<file path="src/rtl/i2s_tx_pkg.sv">
// I2S transmitter shared types and constants.
// Frame layout, slot count and word-select window.
package i2s_tx_pkg;

  localparam int SAMPLE_W = 16;
  localparam int SLOTS    = 32;
  localparam int SLOT_W   = $clog2(SLOTS);

  typedef logic [2*SAMPLE_W-1:0] frame_t;

  localparam logic [SLOT_W-1:0] WS_LO = 5'd15;
  localparam logic [SLOT_W-1:0] WS_HI = 5'd30;

  function automatic logic ws_for(
    input logic [SLOT_W-1:0] s
  );
    return (s >= WS_LO) && (s <= WS_HI);
  endfunction

endpackage

</file>
<file path="src/rtl/i2s_bck_gen.sv">
// I2S bit-clock divider: PCLK, reset_n in; bck_o (50% duty)
// and fall_evt_o (one-cycle strobe, BCK about to fall) out.
module i2s_bck_gen #(
  parameter int BCK_DIV = 4
) (
  input  logic PCLK,
  input  logic reset_n,
  output logic bck_o,
  output logic fall_evt_o
);

  localparam int CW = $clog2(BCK_DIV);
  localparam logic [CW-1:0] LAST = CW'(BCK_DIV - 1);

  logic [CW-1:0] div_cnt_q, div_cnt_d;
  logic          bck_q, bck_d;
  logic          tgl;

  assign tgl = (div_cnt_q == LAST);

  always_comb begin
    div_cnt_d = tgl ? '0 : div_cnt_q + 1'b1;
    bck_d     = tgl ? ~bck_q : bck_q;
  end

  always_ff @(posedge PCLK or negedge reset_n) begin
    if (!reset_n) begin
      div_cnt_q <= '0;
      bck_q     <= 1'b0;
    end else begin
      div_cnt_q <= div_cnt_d;
      bck_q     <= bck_d;
    end
  end

  assign bck_o      = bck_q;
  assign fall_evt_o = tgl & bck_q;

endmodule

</file>
<file path="src/rtl/i2s_tx.sv">
// I2S (Philips) stereo transmitter, 16-bit samples, 32 slots.
// In: PCLK, reset_n, sample_l/r, sample_valid, mute.
// Out: sample_ready, I2S_BCK, I2S_WS, I2S_DATA, underflow.
module i2s_tx
  import i2s_tx_pkg::*;
#(
  parameter int BCK_DIV = 4
) (
  input  logic                PCLK,
  input  logic                reset_n,
  input  logic [SAMPLE_W-1:0] sample_l,
  input  logic [SAMPLE_W-1:0] sample_r,
  input  logic                sample_valid,
  output logic                sample_ready,
  input  logic                mute,
  output logic                I2S_BCK,
  output logic                I2S_WS,
  output logic                I2S_DATA,
  output logic                underflow
);

  localparam logic [SLOT_W-1:0] S_LAST = SLOT_W'(SLOTS - 1);

  logic [SLOT_W-1:0] slot_q, slot_d;
  frame_t            frame_q, frame_d;
  frame_t            hold_q, hold_d;
  logic              full_q, full_d;
  logic              ws_q, ws_d;
  logic              data_q, data_d;
  logic              fall, load, accept;

  i2s_bck_gen #(
    .BCK_DIV (BCK_DIV)
  ) u_bck (
    .PCLK       (PCLK),
    .reset_n    (reset_n),
    .bck_o      (I2S_BCK),
    .fall_evt_o (fall)
  );

  assign load   = fall & (slot_q == S_LAST);
  assign accept = sample_valid & ~full_q;

  always_comb begin
    slot_d  = slot_q;
    frame_d = frame_q;
    hold_d  = hold_q;
    full_d  = full_q;
    ws_d    = ws_q;
    data_d  = data_q;
    if (load) begin
      frame_d = (full_q && !mute) ? hold_q : '0;
      full_d  = 1'b0;
    end
    // An accept on the load cycle only happens when empty,
    // so the new pair waits in holding for the next frame.
    if (accept) begin
      hold_d = {sample_l, sample_r};
      full_d = 1'b1;
    end
    if (fall) begin
      slot_d = slot_q + 1'b1;
      ws_d   = ws_for(slot_d);
      data_d = frame_d[S_LAST - slot_d];
    end
  end

  always_ff @(posedge PCLK or negedge reset_n) begin
    if (!reset_n) begin
      slot_q  <= S_LAST;
      frame_q <= '0;
      hold_q  <= '0;
      full_q  <= 1'b0;
      ws_q    <= 1'b0;
      data_q  <= 1'b0;
    end else begin
      slot_q  <= slot_d;
      frame_q <= frame_d;
      hold_q  <= hold_d;
      full_q  <= full_d;
      ws_q    <= ws_d;
      data_q  <= data_d;
    end
  end

  assign sample_ready = ~full_q;
  assign underflow    = load & ~full_q;
  assign I2S_WS       = ws_q;
  assign I2S_DATA     = data_q;

endmodule

</file>
<file path="config.mk">
export PLATFORM = sky130hd
export DESIGN_NAME = i2s_tx
export DESIGN_NICKNAME = d
export VERILOG_FILES = /design/src/rtl/i2s_tx_pkg.sv /design/src/rtl/i2s_bck_gen.sv /design/src/rtl/i2s_tx.sv
export SDC_FILE = /design/constraint.sdc
export NUM_CORES = 1
export LEC_CHECK = 0
export BUFFER_PORTS_ARGS = -buffer_cell sky130_fd_sc_hd__buf_2
export CAP_MARGIN = 15
export CORE_MARGIN = 8
export CORE_UTILIZATION = 55
export CTS_CLUSTER_DIAMETER = 150
export DETAILED_ROUTE_END_ITERATION = 12
export GPL_TIMING_DRIVEN = 0
export PLACE_DENSITY = 0.76
export SETUP_SLACK_MARGIN = 0.02
export SLEW_MARGIN = 20
export SYNTH_ARGS = -nofsm -noshare
export SYNTH_HDL_FRONTEND = slang
export SYNTH_SLANG_ARGS = --single-unit
</file>
<file path="constraint.sdc">
create_clock -name PCLK -period 3.06 [get_ports PCLK]
set_input_delay 0.153 -clock PCLK [delete_from_list [all_inputs] [get_ports PCLK]]
set_output_delay 0.153 -clock PCLK [all_outputs]
set_load 0.005 [all_outputs]
</file>
Yosys cells after proc, flatten, opt, wreduce, memory -nomap -nowiden
Cells that the tools add are included.
Word-level totals
  logic and storage cells: 33
  output and inout port bits: 5
  register bits: 75
Cells by class
  add/subtract/negate cells: 3
  equality and inequality tests: 2
  muxes and demuxes: 7
  bitwise logic cells: 6
  magnitude comparators: 3
  reductions and logical operators: 4
Operator list (count)
  32-bit two-way mux: 2
  5-bit by 6-bit < comparator with 1-bit output, second input constant: 1
  5-bit by 1-bit adder with 5-bit output, second input constant: 1
  1-bit binary-select mux with 5-bit select: 1
  5-bit == test, second input constant: 1
  5-bit by 4-bit >= comparator with 1-bit output, second input constant: 1
  5-bit less-or-equal comparator, second input constant: 1
  5-bit subtractor, first input constant: 1
  1-bit bitwise AND: 4
  1-bit two-way mux: 3
  2-bit by 1-bit adder with 2-bit output, second input constant: 1
  2-bit == test, second input constant: 1
  1-bit logical AND: 2
  2-bit two-way mux: 1
  1-bit NOT: 2
  2-bit nonzero test: 1
  1-bit logical NOT: 1

Longest topological paths before layout
  depth after elaboration: 6
  gate-level depth with buffers: 12
  mapped depth without buffers: 9

Modules after synthesis
From an unflattened synthesis, not the netlist that was laid out.
Second synthesis, totals
  cell total of the unflattened synthesis: 255
  area total of the unflattened synthesis: 3295.7 µm²
Modules (own cells, without submodules)
  i2s_tx: times used 1, cells an instance 248, area an instance 3188.1 µm²
  i2s_bck_gen: times used 1, cells an instance 7, area an instance 107.6 µm²

Least setup slack after synthesis
Ideal clock, no wire load.
  path kind: register -> register
  start: reg slot_q[0]
  end: reg data_q (netlist: I2S_DATA)
  setup slack: 0.410 ns
  arrival: 2.558 ns
  path buffers: 2
  cell stages (with the launch flop): 12
  library setup time: 0.092 ns
  period minus slack after synthesis: 2.650 ns
  required time: 2.968 ns
  cell sequence: dfstp_2 > ha_1 > and3_1 > ha_1 > and3_1 > buf_6 > buf_6 > mux4_2 > nor2_1 > o41ai_1 > o221a_1 > o31ai_2
On the way
  word-level cells in the longest chain between the ends: 5
  elaborated cells between the ends (all ways): 7
  classes of those cells: add/sub (2); eq/ne (1); mux (3); bitwise (1)
RTL lines
  from (decl): RTL line i2s_tx.sv:24  | logic [SLOT_W-1:0] slot_q, slot_d;
  from (signal assigned): RTL line i2s_tx.sv:77  | slot_q <= slot_d;
  branches (longest 3 deep; another with 5-bit by 1-bit adder with 5-bit output)
  1-bit binary-select mux with 5-bit select *: RTL line i2s_tx.sv:64  | data_d = frame_d[S_LAST - slot_d];
  1-bit two-way mux (not written as such) *: RTL line i2s_tx.sv:64
  to (signal assigned): RTL line i2s_tx.sv:82  | data_q <= data_d;
  to (decl): RTL line i2s_tx.sv:29  | logic data_q, data_d;
Every way passes the cells marked *. The select of a mux whose other input is x is not followed.
A chain may end at the register's enable or synchronous reset.

Worst setup path in the final report
Same ends and word-level chain as after synthesis.

==> results.cfg <==
[clock_tree]
tritoncts = yes
clk_pin_slew_ns = 0.08
clkSinkCount = 75
htreeDepth = 3
clockBufferDepth = 2
cts_buffers = 9
clockRootBuffer = clkbuf_8
clock_latency_ns = 0.35

[global_route]
grt_max_degree = 49
grt_overflow_total = 0
track_usage_pct = 18.31
grt_first_pass_wirelength_um = 12650
antenna_found_initial = 0
grt_pass1_vias = 2613

[synthesis]
synth_compound_area_share_pct = 8.113
synth_top_family_by_area = multiplexers
synth_xor_area_share_pct = 2.001
syn_avg_cell_area_um2 = 10.94
syn-num-nets = 360
yosysUniqueCellTypes = 29
seq_area_frac_synth_pct = 53.79
synthSimpleGateAreaFrac_pct = 14.55
synth_top_area_share_pct = 50.04
synthAdderAreaFrac_pct = 1.430
syn_area_um2 = 3501
ys_warn_count = 0
synth.area.top_cells = dfrtp_1 (50%), mux2_2 (10%), nand2_1 (6.0%)
yosysTopAreaCell = dfrtp_1
synth_mux_area_share_pct = 15.44
synth_cells = 320
synth_seq_cells = 75

[worst_setup_path]
critPathArrivalTime_ns = 3.14
critical_path_class = reg2reg
required_ns = 3.32
cp-end-kind = flip-flop
r2r_start = slot_q[0]
crit_fanout = 10
r2r_cells = 11
r2r-end = I2S_DATA
r2r_slack_ns = 0.17
cp-start-kind = flip-flop

[route]
wl_met2_um = 3949
wl_met1_um = 3371
top_layer = met4
first_pass_iters = 4
drt-initial-drc-count = 117
vias = 2542
route.met3.wl_um = 302
drc_errors = 0
avgRoutedWirePerCell_um = 17.09
ant_nets = 0
via_per_inst = 5.575
drt_wl_total_um = 7794

[pwr]
power_switching_uw = 573.5
power_per_cell_area_nw_per_um2 = 615.6
power_uw = 2545
total_leakage_power_uw = 0.001949
clkPwrFrac_pct = 39.9
ir_drop_mv = 0.4981
power.internal_uw = 1972
p_comb_share_pct = 11.2
seq_power_share_pct = 48.9
switching_share_pct = 22.53

[cells_and_area]
drive_gt1_share_pct = 29.82
fill_cells = 487
design_area_um2 = 4135
nets = 414
syn_to_final_growth_pct = 18.12
final_cell_mix = dfrtp_1 (70), nand2_1 (56), buf_2 (41)
layout_commonest_cell = dfrtp_1
diodes = 0
fin_util_pct = 66.26
multi_input_area_um2 = 1470
seqCellArea_um2 = 1883

[timing]
slew_headroom_pct = 53.27
fin_tns_setup_ns = 0
rsz0062_at_grt = no
finalCritPeriodShare_pct = 94.34
clock_skew_ns = 0.01021
finalHoldViolCount = 0
drv_slew = 0
fmax_ghz = 0.3464
tightest_slew_ns = 0.7010
finalCriticalPeriod_ns = 2.887
setup_viol = 0

[placed_design]
port_buffers = 40
dpl.hpwl_um = 5549
post_dp_cell_area_um2 = 3827
place.gp.congestion = 0.8816

[outcome]
run_status = complete, no violations

[floorplan]
die_x_um = 95.78
placementRows = 29
ios = 41
start_util_pct = 56.09
die_area_um2 = 9174
core_um2 = 6241
die_h_um = 95.78

[flow_run]
maxCapViolations = 0

[worst_hold_path]
hold_end = hold_q[12]
hold_start = sample_r[12]
hp-class = in2reg
worstHoldPathCells = 2
## registers in the layout, indices dropped and copies added, names as in the netlist
register / flops
u_bck.div_cnt_q: 2
I2S_WS: 1
u_bck.bck_o: 1
hold_q: 32
full_q: 1
slot_q: 5
frame_q: 32
I2S_DATA: 1
## final cells by class
class / instances / share of cell area, %
plain buffers: 19 / 2.239
inverters: 19 / 1.725
multi-input cells: 207 / 35.55
repair buffers: 43 / 5.991
well taps: 77 / 2.330
flip-flops and latches: 75 / 45.54
clock inverters: 6 / 3.298
clock buffers: 10 / 3.328
## through the flow
step / worst slack [ns] / cells / hold WS (ns)
floorplan: 0.4098 / 320 / -0.1426
global placement: 0.1357 / 437 / 0.3851
detailed placement: 0.1029 / 438 / 0.1055
CTS: 0.06231 / 455 / 0.02115
global route: 0.03765 / 456 / 0.02455
finish: 0.1733 / 456 / 0.03285
## synthesized netlist by cell type
master	number
xor2_1	4
dfrtp_1	70
a2111oi_0	3
buf_2	2
dfstp_2	5
a21o_1	1
nor2b_1	2
buf_1	1
nand3_1	19
a2111oi_2	1
o31ai_2	1
nand3b_1	16
o41ai_1	4
o221a_1	1
and3_1	2
mux4_2	8
nor2_1	14
xnor2_1	4
o21ai_0	21
inv_1	19
buf_6	2
o221a_2	1
a21oi_1	12
buf_4	1
nand2b_1	1
nand2_1	56
clkbuf_1	13
ha_1	4
mux2_2	32
## power by group through the flow
| stage | sequential (uW) | combinational [uW] | clock [uW] |
|---|---|---|---|
| floorplan | 1230 | 202 | 0 |
| global placement | 1260 | 263 | 0 |
| CTS | 1240 | 290 | 1030 |
| detailed placement | 1260 | 287 | 0 |
| global route | 1260 | 319 | 1060 |
| finish | 1240 | 285 | 1020 |
## worst max path at each step
stage | start | to | slack [ns] | cells after the start
final | slot_q[0] | I2S_DATA | 0.17 | 11
after global routing | slot_q[0] | I2S_DATA | 0.04 | 11
after CTS | slot_q[0] | I2S_DATA | 0.06 | 11
after detailed placement | slot_q[0] | I2S_DATA | 0.10 | 11
after global placement | slot_q[0] | I2S_DATA | 0.14 | 11
after floorplan | slot_q[0] | I2S_DATA | 0.41 | 11
## layer usage
metal / up-vias / global-route usage (%)
li1: 1210 / -
met5: - / 0
met1: 1254 / 22.04
met3: 15 / 3.900
met2: 63 / 30.80
met4: 0 / 8.579
## logic make-up after synthesis
family / count (synthesis)
simple gates: 110
flops: 75
compound gates: 45
mux: 40
buf+inv: 38
xor+xnor: 8
fa+ha+maj: 4
## worst max-delay path, cell delays in order, from the launching register on
cell and delay [ns]:
dfstp_2 0.60, ha_4 0.17, and3_1 0.15, ha_1 0.16
and3_1 0.21, buf_6 0.16, buf_6 0.16, mux4_2 0.52
nor2_1 0.17, a2111oi_2 0.08, o221a_1 0.24, o31ai_2 0.17
## what timing repair did
item,CTS,global route
gates resized for setup,0,4
endpoints found under the setup margin,0,1
buffers inserted,0,1
hold buffers,1,0
endpoints found under the hold margin,24,0
Power figures use the tool's default switching activity.
